`src/rtl/pwm_load_sequencer.sv`:
```
// ---------------------------------------------------------------------------
// pwm_load_sequencer
//
// Frames the update of PWM channel setpoints. Software-side writes land in
// per-channel shadow registers and mark the channel dirty. Once per load
// frame (DIV core cycles) a one-cycle COMMIT state copies every dirty shadow
// into the active A/B outputs, enables those channels, and the following
// cycle raises a single-cycle load strobe aligned with the new values.
// A stop request lets the current frame run out (DRAIN) without committing,
// then drops all channel enables and returns to IDLE.
//
// Parameters
//   NCH     number of PWM channels sequenced
//   DIV     core cycles per load frame, legal range 4..65535
//   W       width of each A/B value
//
// Ports
//   clkCore   in   core clock, all logic on the rising edge
//   reset     in   synchronous, active-low reset
//   start     in   level, begin framed operation (ignored while stop=1)
//   stop      in   level, finish at the next frame boundary
//   wr_valid  in   setpoint write request
//   wr_ready  out  setpoint write accept (low only in COMMIT)
//   wr_ch     in   target channel index
//   wr_a      in   requested A value (reset-edge period count)
//   wr_b      in   requested B value (set-edge period count)
//   wr_err    out  one-cycle pulse, previous accepted write was rejected
//   load      out  one-cycle load strobe to the channel counters
//   en        out  per-channel counter enable
//   A_val     out  active A values, channel k at [k*W +: W]
//   B_val     out  active B values, same packing
//   busy      out  high in any state other than IDLE
// ---------------------------------------------------------------------------
module pwm_load_sequencer #(
    parameter int NCH = 4,
    parameter int DIV = 200,
    parameter int W   = 7,
    localparam int CHW = (NCH > 1) ? $clog2(NCH) : 1
) (
    input  logic             clkCore,
    input  logic             reset,
    input  logic             start,
    input  logic             stop,
    input  logic             wr_valid,
    output logic             wr_ready,
    input  logic [CHW-1:0]   wr_ch,
    input  logic [W-1:0]     wr_a,
    input  logic [W-1:0]     wr_b,
    output logic             wr_err,
    output logic             load,
    output logic [NCH-1:0]   en,
    output logic [NCH*W-1:0] A_val,
    output logic [NCH*W-1:0] B_val,
    output logic             busy
);

    typedef enum logic [1:0] {
        IDLE,
        RUN,
        COMMIT,
        DRAIN
    } state_t;

    // Last count of a frame; the counter wraps from here back to 0.
    localparam logic [15:0]  FCNT_LAST = 16'(DIV - 1);
    // One extra bit so the range check also works for power-of-two NCH.
    localparam logic [CHW:0] CH_LIMIT  = (CHW + 1)'(NCH);

    state_t         state;
    logic [15:0]    fcnt;
    logic [15:0]    fcnt_inc;
    logic           frame_last;
    logic           wr_fire;
    logic           wr_bad;

    logic [W-1:0]   shadow_a [NCH];
    logic [W-1:0]   shadow_b [NCH];
    logic [NCH-1:0] dirty;

    // Handshake and status are plain decodes of the state register, so they
    // are glitch-free and valid on the very first cycle after reset.
    assign wr_ready = (state != COMMIT);
    assign busy     = (state != IDLE);

    // NOTE: every always_comb output gets a default first so no path leaves
    // it unassigned; otherwise synthesis infers a latch.
    always_comb begin
        frame_last = 1'b0;
        fcnt_inc   = '0;
        wr_fire    = 1'b0;
        wr_bad     = 1'b0;

        frame_last = (fcnt == FCNT_LAST);
        fcnt_inc   = frame_last ? 16'd0 : fcnt + 16'd1;
        wr_fire    = wr_valid && wr_ready;
        wr_bad     = ({1'b0, wr_ch} >= CH_LIMIT) || (wr_a == '0) || (wr_b == '0);
    end

    // -----------------------------------------------------------------------
    // Sequencer: state, frame counter and the registered load strobe.
    // COMMIT always lands on fcnt==0 because RUN only leaves for COMMIT on
    // the wrapping count.
    // -----------------------------------------------------------------------
    // NOTE: sequential state uses non-blocking assignments only, so every
    // flop samples the pre-edge value of every other flop regardless of the
    // order of statements or blocks.
    always_ff @(posedge clkCore) begin
        if (!reset) begin
            state <= IDLE;
            fcnt  <= '0;
            load  <= 1'b0;
        end else begin
            // Strobe follows the COMMIT cycle, matching the A/B update edge.
            load <= (state == COMMIT);

            unique case (state)
                IDLE: begin
                    fcnt <= '0;
                    if (start && !stop) begin
                        state <= RUN;
                    end
                end
                RUN: begin
                    fcnt <= fcnt_inc;
                    if (stop) begin
                        state <= DRAIN;
                    end else if (frame_last) begin
                        state <= COMMIT;
                    end
                end
                COMMIT: begin
                    fcnt  <= fcnt_inc;
                    state <= stop ? DRAIN : RUN;
                end
                DRAIN: begin
                    fcnt <= fcnt_inc;
                    if (frame_last) begin
                        state <= IDLE;
                    end
                end
                default: begin
                    state <= IDLE;
                    fcnt  <= '0;
                end
            endcase
        end
    end

    // -----------------------------------------------------------------------
    // Setpoint path: shadow capture on accepted writes, commit of dirty
    // channels in COMMIT, enable teardown at the end of DRAIN.
    // Writes and commits never collide: wr_ready is low during COMMIT, so a
    // write accepted on the last RUN cycle is already in the shadow when the
    // commit samples it.
    // -----------------------------------------------------------------------
    always_ff @(posedge clkCore) begin
        if (!reset) begin
            // NOTE: the shadow arrays are reset explicitly because a reset
            // must also discard any pending, uncommitted setpoints; plain
            // storage without that need would be left unreset.
            for (int k = 0; k < NCH; k++) begin
                shadow_a[k] <= '0;
                shadow_b[k] <= '0;
            end
            dirty  <= '0;
            wr_err <= 1'b0;
            en     <= '0;
            A_val  <= '0;
            B_val  <= '0;
        end else begin
            wr_err <= wr_fire && wr_bad;

            // Later writes simply overwrite the shadow: last write wins.
            if (wr_fire && !wr_bad) begin
                shadow_a[wr_ch] <= wr_a;
                shadow_b[wr_ch] <= wr_b;
                dirty[wr_ch]    <= 1'b1;
            end

            if (state == COMMIT) begin
                for (int k = 0; k < NCH; k++) begin
                    if (dirty[k]) begin
                        A_val[k*W +: W] <= shadow_a[k];
                        B_val[k*W +: W] <= shadow_b[k];
                        en[k]           <= 1'b1;
                        dirty[k]        <= 1'b0;
                    end
                end
            end else if ((state == DRAIN) && frame_last) begin
                // Active values are kept; only the counters are stopped.
                // Dirty bits survive so a restart commits them.
                en <= '0;
            end
        end
    end

endmodule

```
`config.mk`:
```
export PLATFORM = sky130hd
export DESIGN_NAME = pwm_load_sequencer
export DESIGN_NICKNAME = d
export VERILOG_FILES = /design/src/rtl/pwm_load_sequencer.sv
export SDC_FILE = /design/constraint.sdc
export NUM_CORES = 1
export LEC_CHECK = 0
export CORE_MARGIN = 1
export CORE_UTILIZATION = 60
export CTS_BUF_LIST = sky130_fd_sc_hd__clkbuf_4 sky130_fd_sc_hd__clkbuf_8
export DETAILED_ROUTE_END_ITERATION = 16
export GPL_TIMING_DRIVEN = 0
export PLACE_DENSITY_LB_ADDON = 0.2
export SKIP_LAST_GASP = 1
export SLEW_MARGIN = 40
export SYNTH_ARGS = -nofsm -noshare
export SYNTH_HDL_FRONTEND = slang
export SYNTH_SLANG_ARGS = --single-unit
```
`constraint.sdc`:
```
create_clock -name clkCore -period 8.1 [get_ports clkCore]
set_clock_uncertainty 0.1 [all_clocks]
set_input_delay 1.62 -clock clkCore [delete_from_list [all_inputs] [get_ports clkCore]]
set_output_delay 1.62 -clock clkCore [all_outputs]
set_load 0.1 [all_outputs]
```
==> results of run 1 <==
==> synthesized netlist by cell type (all sizes together) (2+ instances only) <==
cell / number / area [µm²]
nand2: 127 / 476.7
dfxtp: 84 / 1682
and2: 62 / 387.9
a21boi: 56 / 420.4
edfxtp: 56 / 1682
nor2: 24 / 90.09
clkbuf: 13 / 50.04
nor4: 12 / 111.4
xnor2: 11 / 96.34
buf: 10 / 52.55
a21oi: 7 / 35.03
nand3: 7 / 47.55
nor3: 7 / 40.04
inv: 5 / 18.77
nand2b: 4 / 25.02
nand4: 4 / 25.02
o21ai: 4 / 20.02
o22ai: 4 / 25.02
a31oi: 3 / 18.77
and3: 2 / 12.51
nand3b: 2 / 27.53
nor2b: 2 / 12.51
or3: 2 / 12.51
or4: 2 / 18.77
xor2: 2 / 17.52
==> cell families (layout without fill, tap and decap cells) <==
kind of cell,count (synthesis),count (layout)
simple gates,259,259
flops,140,140
compound gates,80,80
buf+inv,29,148
xor+xnor,13,13
fa+ha+maj,1,1
==> critical path, cell delays in order <==
cell and delay, ps:
clkdlybuf4s50_1 690, nor3_1 120, nand2_1 170, nand4_1 320, o31ai_4 440, buf_6 220
==> sequential cells by signal (all words and copies together) (netlist names) <==
name      flops
A_val        28
B_val        28
dirty         4
en            4
fcnt         16
load          1
shadow_a     28
shadow_b     28
state         2
wr_err        1
==> power groups by stage <==
stage                     registers (mW)  logic [mW]  clock network (mW)
after detailed placement           0.777      0.0901                   0
final                              0.761      0.0910               0.582
after floorplan                    0.790      0.0401                   0
after global routing               0.762      0.0967               0.614
after CTS                          0.761      0.0907               0.586
after global placement             0.777      0.0870                   0
==> final timing paths <==
check	start	to	slack [ps]	cells after the start
max reg2reg	state[1]	shadow_a[0][3]	5830	7
min	B_val[26]	B_val[26]	360	2
min reg2reg	B_val[26]	B_val[26]	360	2
max	wr_a[3]	shadow_a[0][3]	4560	6
==> final cells by class <==
class / instances / area, µm² / area share
Multi-Input combinational cell: 353 / 2042 / 0.3080
Tap cell: 108 / 135.1 / 0.02039
Clock buffer: 19 / 249.0 / 0.03756
Clock inverter: 13 / 165.2 / 0.02491
Inverter: 6 / 23.77 / 0.003586
Sequential cell: 140 / 3363 / 0.5074
Timing Repair Buffer: 87 / 548.0 / 0.08267
Buffer: 23 / 102.6 / 0.01548
==> routing by layer <==
metal | routed length (µm) | up-vias | GRT usage
met5 | 0 | - | 0
met4 | 244 | 0 | 0.1154
met3 | 609 | 25 | 0.06514
met2 | 6078 | 130 | 0.4637
met1 | 5342 | 1898 | 0.3398
li1 | - | 1987 | -
==> metrics by stage <==
stage	instance area (µm²)	hold slack, ps	power, mW	instances	setup WS (ps)
3_3_place_gp	6472	341.0	0.8638	713	3221
5_1_grt	6629	377.1	1.473	749	4502
2_1_floorplan	5507	326.3	0.8299	522	4506
3_5_place_dp	6215	353.5	0.8667	717	4163
6_report	6629	361.1	1.433	749	4559
4_1_cts	6629	365.0	1.437	749	4597
==> impl_results.md, run 1 <==
- Status: finished, violations left
- Failing checks: DRC
- Global-route wire length before repair: 19,690 µm
- Post-synthesis xor/xnor area fraction: 0.02068
- Clock Path Buffers: 2
- Clock buffer count from CTS: 17
- Peak VDD IR: 0.1349 mV
- Synth Cell Area: 0.005507 mm²
- Sw Share: 0.2362
- Largest family of logic cells by synthesized area: simple AND/OR/NAND/NOR gates
- Critical path type: in -> reg
- CTS root buffer: clkbuf_8
- Synth Area in Simple Gates: 0.2393
- Slew headroom: 0.6041
- Leak Pwr: approximately 2.5 nW
- # Max-Cap Violations: 0
- Fmax: 0.2824 GHz
- Most common cell after layout, fill and taps aside: nand2_1
- Unique cell type count in the Yosys netlist: 45
- CP arrival: 3590 ps
- CTS Hold Bufs: 0
- # resized after CTS: 0
- CP Capture Type: flip-flop
- Synth Warn #: 0
- Final hold violation count: 0
- Post-synthesis register bit count: 140
- HPWL Detailed: 8646 µm
- WL per Instance: between 15 and 20 µm
- Final Setup Violations: 0
- Largest net degree at the start of global routing: 17
- Clk_lat worst skew: 440 ps
- Sequential-to-total area share from yosys stat: 0.6108
- Synth Instances: 522
- Most frequent cells in the layout: 127 x nand2_1, 84 x dfxtp_1, 70 x buf_2
- Unrepaired setup endpoints after global routing: no
- TNS Setup: 0 ps
- Clk slew on worst S/H paths: 80 ps
- Startpoint types: primary input
- Postcts setup bufs: 0
- N_diodes: 0
- Synth Area in Adders: 0.002272
- Internal power: 1.095 mW
- I/O pin count: 85
- Gr usage total: 0.2744
- Number of global-route vias before repair: 4,027
- PortBufs: 83
- Seq pwr share: 0.531
- Final-layout fill cell count: 623
- Clk pwr share: 0.406
- Post-synthesis mux area share: 0
- CTS tree: done
- Dominant synthesized flop cell: dfxtp_1
- Drt total wl: between 10,000 and 15,000 µm
- Final max-slew violation count: 0
- Initial antenna violation count: 0
- Via density: 5.394
- Die Wd: ~98 µm
- Critical Path RT: slightly above 8000 ps
- First DRT Iteration DRCs: 206
- Crit Path Max Fanout: 10
- Min Clock Period, post-route: about 3500 ps
- # clock sinks: 140
- Comb power frac: 0.063
- Worst Hold Class: reg -> reg
- DR vias: around 4,000
- Area Overhead vs Synth: 20.38%
- Starting Density: 0.6253
- CORE AREA: 0.008806 mm²
- Pwr per Cell Area: about 220 mW/mm²
- Slew @ Worst Pin: between 500 and 600 ps
- Nets: 650
- DR DRC count: 14
- Number of synthesized flops with an enable pin: 56
- First-pass DRT Iterations: 11
- Ys async rst share: 0
- Average cell area after synthesis: 10.55 µm²
- Final period util: 0.4372
- Syn nets: 544
- Remaining Overflow, GRT: 0
- Post-route ant nets: 0
- Core Util, Final: 0.7528
- Layout cells sized above 1: 0.1919
- Row count: 34
- Synth Area in Compound Gates: 0.1041
- Die Ht: between 90 and 100 µm
- Htree depth: 4
- GPL Wtd Cong: between 0.8 and 0.9
- NetSw: 0.3386 mW
- Die area: 0.009565 mm²
Note: power is estimated with default switching activity, not from simulation.
==> run 2: changes to the inputs <==
--- a/config.mk
+++ b/config.mk
@@ -6,7 +6,7 @@
 export NUM_CORES = 1
 export LEC_CHECK = 0
 export CORE_MARGIN = 1
-export CORE_UTILIZATION = 60
+export CORE_UTILIZATION = 50
 export CTS_BUF_LIST = sky130_fd_sc_hd__clkbuf_4 sky130_fd_sc_hd__clkbuf_8
 export DETAILED_ROUTE_END_ITERATION = 16
 export GPL_TIMING_DRIVEN = 0
==> constraint.sdc (replaced) <==
create_clock -name clkCore -period 2.9 [get_ports clkCore]
set_clock_uncertainty 0.1 [all_clocks]
set_input_delay 0.58 -clock clkCore [delete_from_list [all_inputs] [get_ports clkCore]]
set_output_delay 0.58 -clock clkCore [all_outputs]
set_load 0.1 [all_outputs]
==> run 2 against run 1 <==
The flow now finishes without violations. Global-route usage is 4.0 points lower. Via count increased by 1.1%. Critical path depth is the same. Clock-buffer cell count shrank 1. Power increased to 2.8 times the previous value. Setup slack got worse by 4200 ps. Register-to-register slack worse by 5200 ps. Critical endpoint unchanged. Highest routed layer unchanged.
==> impl_results.md, run 2 (synthesis results as in run 1) <==
- Worst hold margin: 359.6 ps (was 361.1 ps)
- Critical Path RT: 2940 ps (was 8150 ps)
- Starting Density: 0.5240 (was 0.6253)
- CTS root buffer: clkbuf_8 (unchanged)
- Die area: 0.01144 mm² (was 0.009565 mm²)
- Drt total wl: 12,430 µm (was 12,280 µm)
- Largest net degree at the start of global routing: 17 (unchanged)
- Htree depth: 4 (unchanged)
- Min setup slack post-route: 390.6 ps (was 4559 ps)
- Most common cell after layout, fill and taps aside: nand2_1 (unchanged)
- Die Wd: 106.9 µm (was 97.80 µm)
- CTS tree: done (unchanged)
- CP Capture Type: flip-flop (unchanged)
- Pwr per Cell Area: 599.2 mW/mm² (was 216.2 mW/mm²)
- Final max-slew violation count: 0 (unchanged)
- First-pass DRT Iterations: 5 (was 11)
- Clock buffer count from CTS: 17 (unchanged)
- First DRT Iteration DRCs: 180 (was 206)
- Final-layout fill cell count: 881 (was 623)
- Fmax: around 0.4 GHz
- I/O pin count: 85 (unchanged)
- FF+latch area: 0.003363 mm² (unchanged)
- Core Util, Final: 0.6339 (was 0.7528)
- Area Overhead vs Synth: 20.97% (was 20.38%)
- Clk slew on worst S/H paths: 70 ps (was 80 ps)
- PortBufs: 83 (unchanged)
- Global-route wire length before repair: 19,840 µm (was 19,690 µm)
- CP max stage delay: 680 ps (was 690 ps)
- Cell Chain, Critical Path: clkdlybuf4s50_1, nor4_1, nand2_1, nand4_1, o31ai_4, buf_6 (was clkdlybuf4s50_1, nor3_1, nand2_1, nand4_1, o31ai_4, buf_6)
- DR vias: 4,083 (was 4,040)
- CTS Hold Bufs: 0 (unchanged)
- Most frequent cells in the layout: 127 x nand2_1, 84 x dfxtp_1, 70 x buf_2 (unchanged)
- Setup WS pre-CTS: -47.84 ps (was 4163 ps)
- Row count: 37 (was 34)
- Pwr Total: 3.991 mW (was 1.433 mW)
- # Max-Cap Violations: 0 (unchanged)
- Postcts setup bufs: 0 (unchanged)
- Slew headroom: 0.5738 (was 0.6041)
- Clk_lat worst skew: 440 ps (about the same)
- Initial antenna violation count: 0 (unchanged)
- Crit Path Max Fanout: 9 (was 10)
- Unrepaired setup endpoints after global routing: no (unchanged)
- Final Setup Violations: 0 (unchanged)
- Crit path buf inv count: 2 (unchanged)
- Multi-input combinational cell area: 0.002042 mm² (unchanged)
- WL per Instance: 15.98 µm (was 16.39 µm)
- # clock sinks: 140 (unchanged)
- Peak VDD IR: 0.3224 mV (was 0.1349 mV)
- Die Ht: 106.9 µm (was 97.80 µm)
- GPL Wtd Cong: 0.8877 (was 0.8829)
- # resized after CTS: 0 (unchanged)
- Final hold violation count: 0 (unchanged)
- Number of global-route vias before repair: 3,944 (was 4,027)
- Startpoint types: primary input (unchanged)
- Placed cell count: 745 (was 717)
- Leak Pwr: 2.531 nW (was 2.532 nW)
- Nets: 650 (unchanged)
- Gr usage total: 0.2349 (was 0.2744)
- HPWL Detailed: 8882 µm (was 8646 µm)
- Slew @ Worst Pin: 639.3 ps (was 593.8 ps)
- Critical path's slowest cell: clkdlybuf4s50_1 (unchanged)
- Status: complete, no violations (was finished, violations left)
- Min Clock Period, post-route: 2509 ps
- Critical path type: in -> reg (unchanged)
- Post-route ant nets: 0 (unchanged)
- DR DRC count: 0 (was 14)
- CORE AREA: 0.01051 mm² (was 0.008806 mm²)
- Final period util: 0.8653
- Via density: 5.248 (was 5.394)
- Layout cells sized above 1: 0.1919 (unchanged)
- Worst Hold Class: reg -> reg (unchanged)
- CP arrival: 2550 ps (was 3590 ps)
- Clock Path Buffers: 2 (unchanged)
- Fin cells: 778 (was 749)
- Crit path max-delay family: buffers and inverters (unchanged)
- Remaining Overflow, GRT: 0 (unchanged)
## run 2: cell types whose count changed in the layout (fill, tap and decap cells not counted), sizes merged
| cell | delta |
|---|---|
| clkinv | +2 |
| clkbuf | -1 |
| diode | +1 |
| inv | -1 |
## run 2: worst paths after layout
kind | startpoint | to | slack (ps) | cells past startpoint
setup / recovery | wr_a[2] | shadow_a[0][3] | 390 | 6
hold / removal | A_val[12] | A_val[12] | 360 | 2
setup reg to reg | state[1] | shadow_a[0][3] | 640 | 7
hold reg to reg | A_val[12] | A_val[12] | 360 | 2
## run 2: power by group
group | total (mW) | switching, mW | internal [mW]
Sequential | 2.12 | 0.0222 | 2.10
Clock | 1.61 | 0.751 | 0.860
Combinational | 0.255 | 0.176 | 0.0793
Total | 3.99 | 0.949 | 3.04
## run 2: layout make-up
class	instances	area share
buffer	23	0.01540
multi-input combinational	353	0.3065
sequential	140	0.5049
tap	136	0.02554
clock buffer	18	0.03625
antenna	1	0.0003757
inverter	6	0.003569
clock inverter	14	0.02517
timing repair buffer	87	0.08227
## run 2: metal layers
layer  global-route usage  share of wire  up-vias
met5                    0              0        -
met2               0.3765           0.49      125
li1                     -              -     1994
met1               0.3030           0.44     1948
met4              0.09883          0.017        0
met3              0.05897          0.056       16
## run 2: through the flow
| step | setup TNS [ps] | cell area (µm²) |
|---|---|---|
| final | 0 | 6661 |
| after global routing | 0 | 6659 |
| after CTS | 0 | 6659 |
| after detailed placement | -441.3 | 6250 |
| after global placement | -47430 | 6507 |
| after floorplan | 0 | 5507 |
## run 2: worst register-to-register path: stages, from the launching register on
cell,delay [ps]
dfxtp_1,300
buf_2,160
nor2b_1,130
buf_2,190
clkinv_2,120
nand4_1,310
o31ai_4,440
buf_6,210
==> run 3: changes to the inputs <==
--- a/config.mk
+++ b/config.mk
@@ -5,12 +5,11 @@
 export SDC_FILE = /design/constraint.sdc
 export NUM_CORES = 1
 export LEC_CHECK = 0
-export CORE_MARGIN = 1
 export CORE_UTILIZATION = 50
 export CTS_BUF_LIST = sky130_fd_sc_hd__clkbuf_4 sky130_fd_sc_hd__clkbuf_8
 export DETAILED_ROUTE_END_ITERATION = 16
 export GPL_TIMING_DRIVEN = 0
-export PLACE_DENSITY_LB_ADDON = 0.2
+export PLACE_DENSITY = 0.82
 export SKIP_LAST_GASP = 1
 export SLEW_MARGIN = 40
 export SYNTH_ARGS = -nofsm -noshare
==> run 3 against run 2 <==
Setup slack got worse by 40 ps. Via count is 0.47% higher. Sequential power about the same. Power grew 2.0%. Combinational power shrank 2%.
==> impl_results.md, run 3 (synthesis results as in run 1) <==
- Status: complete, no violations (unchanged)
- Crit path max-delay family: buffers and inverters (unchanged)
- Pwr Total: 4.070 mW (was 3.991 mW)
- Remaining Overflow, GRT: 0 (unchanged)
- TNS Setup: 0 ps (unchanged)
- Die area: 0.01144 mm² (unchanged)
- Most common cell after layout, fill and taps aside: nand2_1 (unchanged)
- Final hold violation count: 0 (unchanged)
- Critical Path RT: 2960 ps (was 2940 ps)
- Layout cells sized above 1: 0.1903 (was 0.1919)
- Row count: 37 (unchanged)
- Die Wd: 106.9 µm (unchanged)
- CTS tree: done (unchanged)
- CP arrival: 2610 ps (was 2550 ps)
- Slew headroom: 0.6033 (was 0.5738)
- Drt total wl: 12,440 µm (was 12,430 µm)
- Starting Density: 0.5240 (unchanged)
- PortBufs: 83 (unchanged)
- Htree depth: 4 (unchanged)
- Area Overhead vs Synth: 21.25% (was 20.97%)
- Fin cells: 777 (was 778)
- Clk slew on worst S/H paths: 80 ps (was 70 ps)
- Fmax: 0.3923 GHz (was 0.3985 GHz)
- Number of global-route vias before repair: 3,963 (was 3,944)
- Critical path type: in -> reg (unchanged)
- Most frequent cells in the layout: 127 x nand2_1, 84 x dfxtp_1, 70 x buf_2 (unchanged)
- Clock buffer count from CTS: 17 (unchanged)
- CTS root buffer: clkbuf_8 (unchanged)
- # Max-Cap Violations: 0 (unchanged)
- HPWL Detailed: 8862 µm (was 8882 µm)
- DR vias: 4,102 (was 4,083)
- Peak VDD IR: 0.4752 mV (was 0.3224 mV)
- Worst Hold Class: reg -> reg (unchanged)
- Crit path buf inv count: 2 (unchanged)
- CP max stage delay: 670 ps (was 680 ps)
- Final period util: 0.8790 (was 0.8653)
- Min Clock Period, post-route: 2549 ps (was 2509 ps)
- Placed cell count: 745 (unchanged)
- Cell Chain, Critical Path: clkdlybuf4s50_1, nor4_1, nand2_1, nand4_1, o31ai_4, buf_6 (unchanged)
- Startpoint types: primary input (unchanged)
- Pwr per Cell Area: 609.6 mW/mm² (was 599.2 mW/mm²)
- I/O pin count: 85 (unchanged)
- Slew @ Worst Pin: 595.1 ps (was 639.3 ps)
- Gr usage total: 0.2319 (was 0.2349)
- Critical path's slowest cell: clkdlybuf4s50_1 (unchanged)
- N_diodes: 0 (was 1)
- Postcts setup bufs: 0 (unchanged)
- WL per Instance: 16.01 µm (was 15.98 µm)
- Initial antenna violation count: 0 (unchanged)
- Clk_lat worst skew: 440 ps (about the same)
- # clock sinks: 140 (unchanged)
- Post-route ant nets: 0 (unchanged)
- Nets: 650 (unchanged)
- Crit Path Max Fanout: 8 (was 9)
- Final max-slew violation count: 0 (unchanged)
- Final Setup Violations: 0 (unchanged)
- Die Ht: 106.9 µm (unchanged)
- CTS Hold Bufs: 0 (unchanged)
- First-pass DRT Iterations: 5 (unchanged)
- First DRT Iteration DRCs: 199 (was 180)
- Leak Pwr: 2.554 nW (was 2.531 nW)
- Min setup slack post-route: 350.8 ps (was 390.6 ps)
- Clock Path Buffers: 2 (unchanged)
- Via density: 5.279 (was 5.248)
- Largest net degree at the start of global routing: 17 (unchanged)
- CORE AREA: 0.01051 mm² (unchanged)
- # resized after CTS: 0 (unchanged)
- Worst hold margin: 365.3 ps (was 359.6 ps)
- DR DRC count: 0 (unchanged)
- Setup WS pre-CTS: -81.33 ps (was -47.84 ps)
- GPL Wtd Cong: 0.8985 (was 0.8877)
- Unrepaired setup endpoints after global routing: no (unchanged)
- CP Capture Type: flip-flop (unchanged)
- Global-route wire length before repair: 19,910 µm (was 19,840 µm)
run 3: changes by cell type in the layout (fill, tap and decap cells not counted), sizes merged:
cell	delta
clkinvlp	-4
clkinv	+3
bufinv	+1
inv	-2
diode	-1
clkbuf	+2
run 3: area by class of cell:
type / instances / area (µm²)
timing repair buffer: 87 / 548.0
fill: 842 / 3832
multi-input combinational: 353 / 2042
clock buffer: 20 / 256.5
inverter: 6 / 23.77
sequential: 140 / 3363
buffer: 23 / 102.6
tap: 136 / 170.2
clock inverter: 12 / 170.2
run 3: worst paths after layout:
check | from | end | slack [ps] | cells past startpoint
setup / recovery | wr_a[2] | shadow_b[0][6] | 350 | 6
hold / removal | B_val[23] | B_val[23] | 370 | 2
setup reg to reg | state[1] | shadow_b[0][6] | 610 | 7
hold reg to reg | B_val[23] | B_val[23] | 370 | 2
run 3: tightest hold or removal path, delay by kind of cell (launching register included):
kind             cells  cell delay [ps]
AND/OR/NAND/NOR      1               40
flip-flops           1              310
AO/OA/AOI/OAI        1               70
run 3: where the power goes:
part           switching, mW  internal [mW]  total (mW)
logic                  0.171         0.0793       0.250
clock network          0.733          0.962        1.69
registers             0.0218           2.10        2.12
total                  0.926           3.14        4.07
run 3: layer usage:
metal / GRT usage / routed length, µm / up-vias
met5: 0 / 0 / -
met4: 0.08317 / 230 / 0
met3: 0.06322 / 781 / 20
met2: 0.3866 / 6144 / 137
met1: 0.2886 / 5286 / 1959
li1: - / - / 1986
run 3: stage by stage:
stage            util  cell area [µm²]
6_report       0.6353             6676
5_1_grt        0.6353             6676
4_1_cts        0.6353             6676
3_5_place_dp   0.5947             6250
3_3_place_gp   0.6192             6507
2_1_floorplan       -             5507
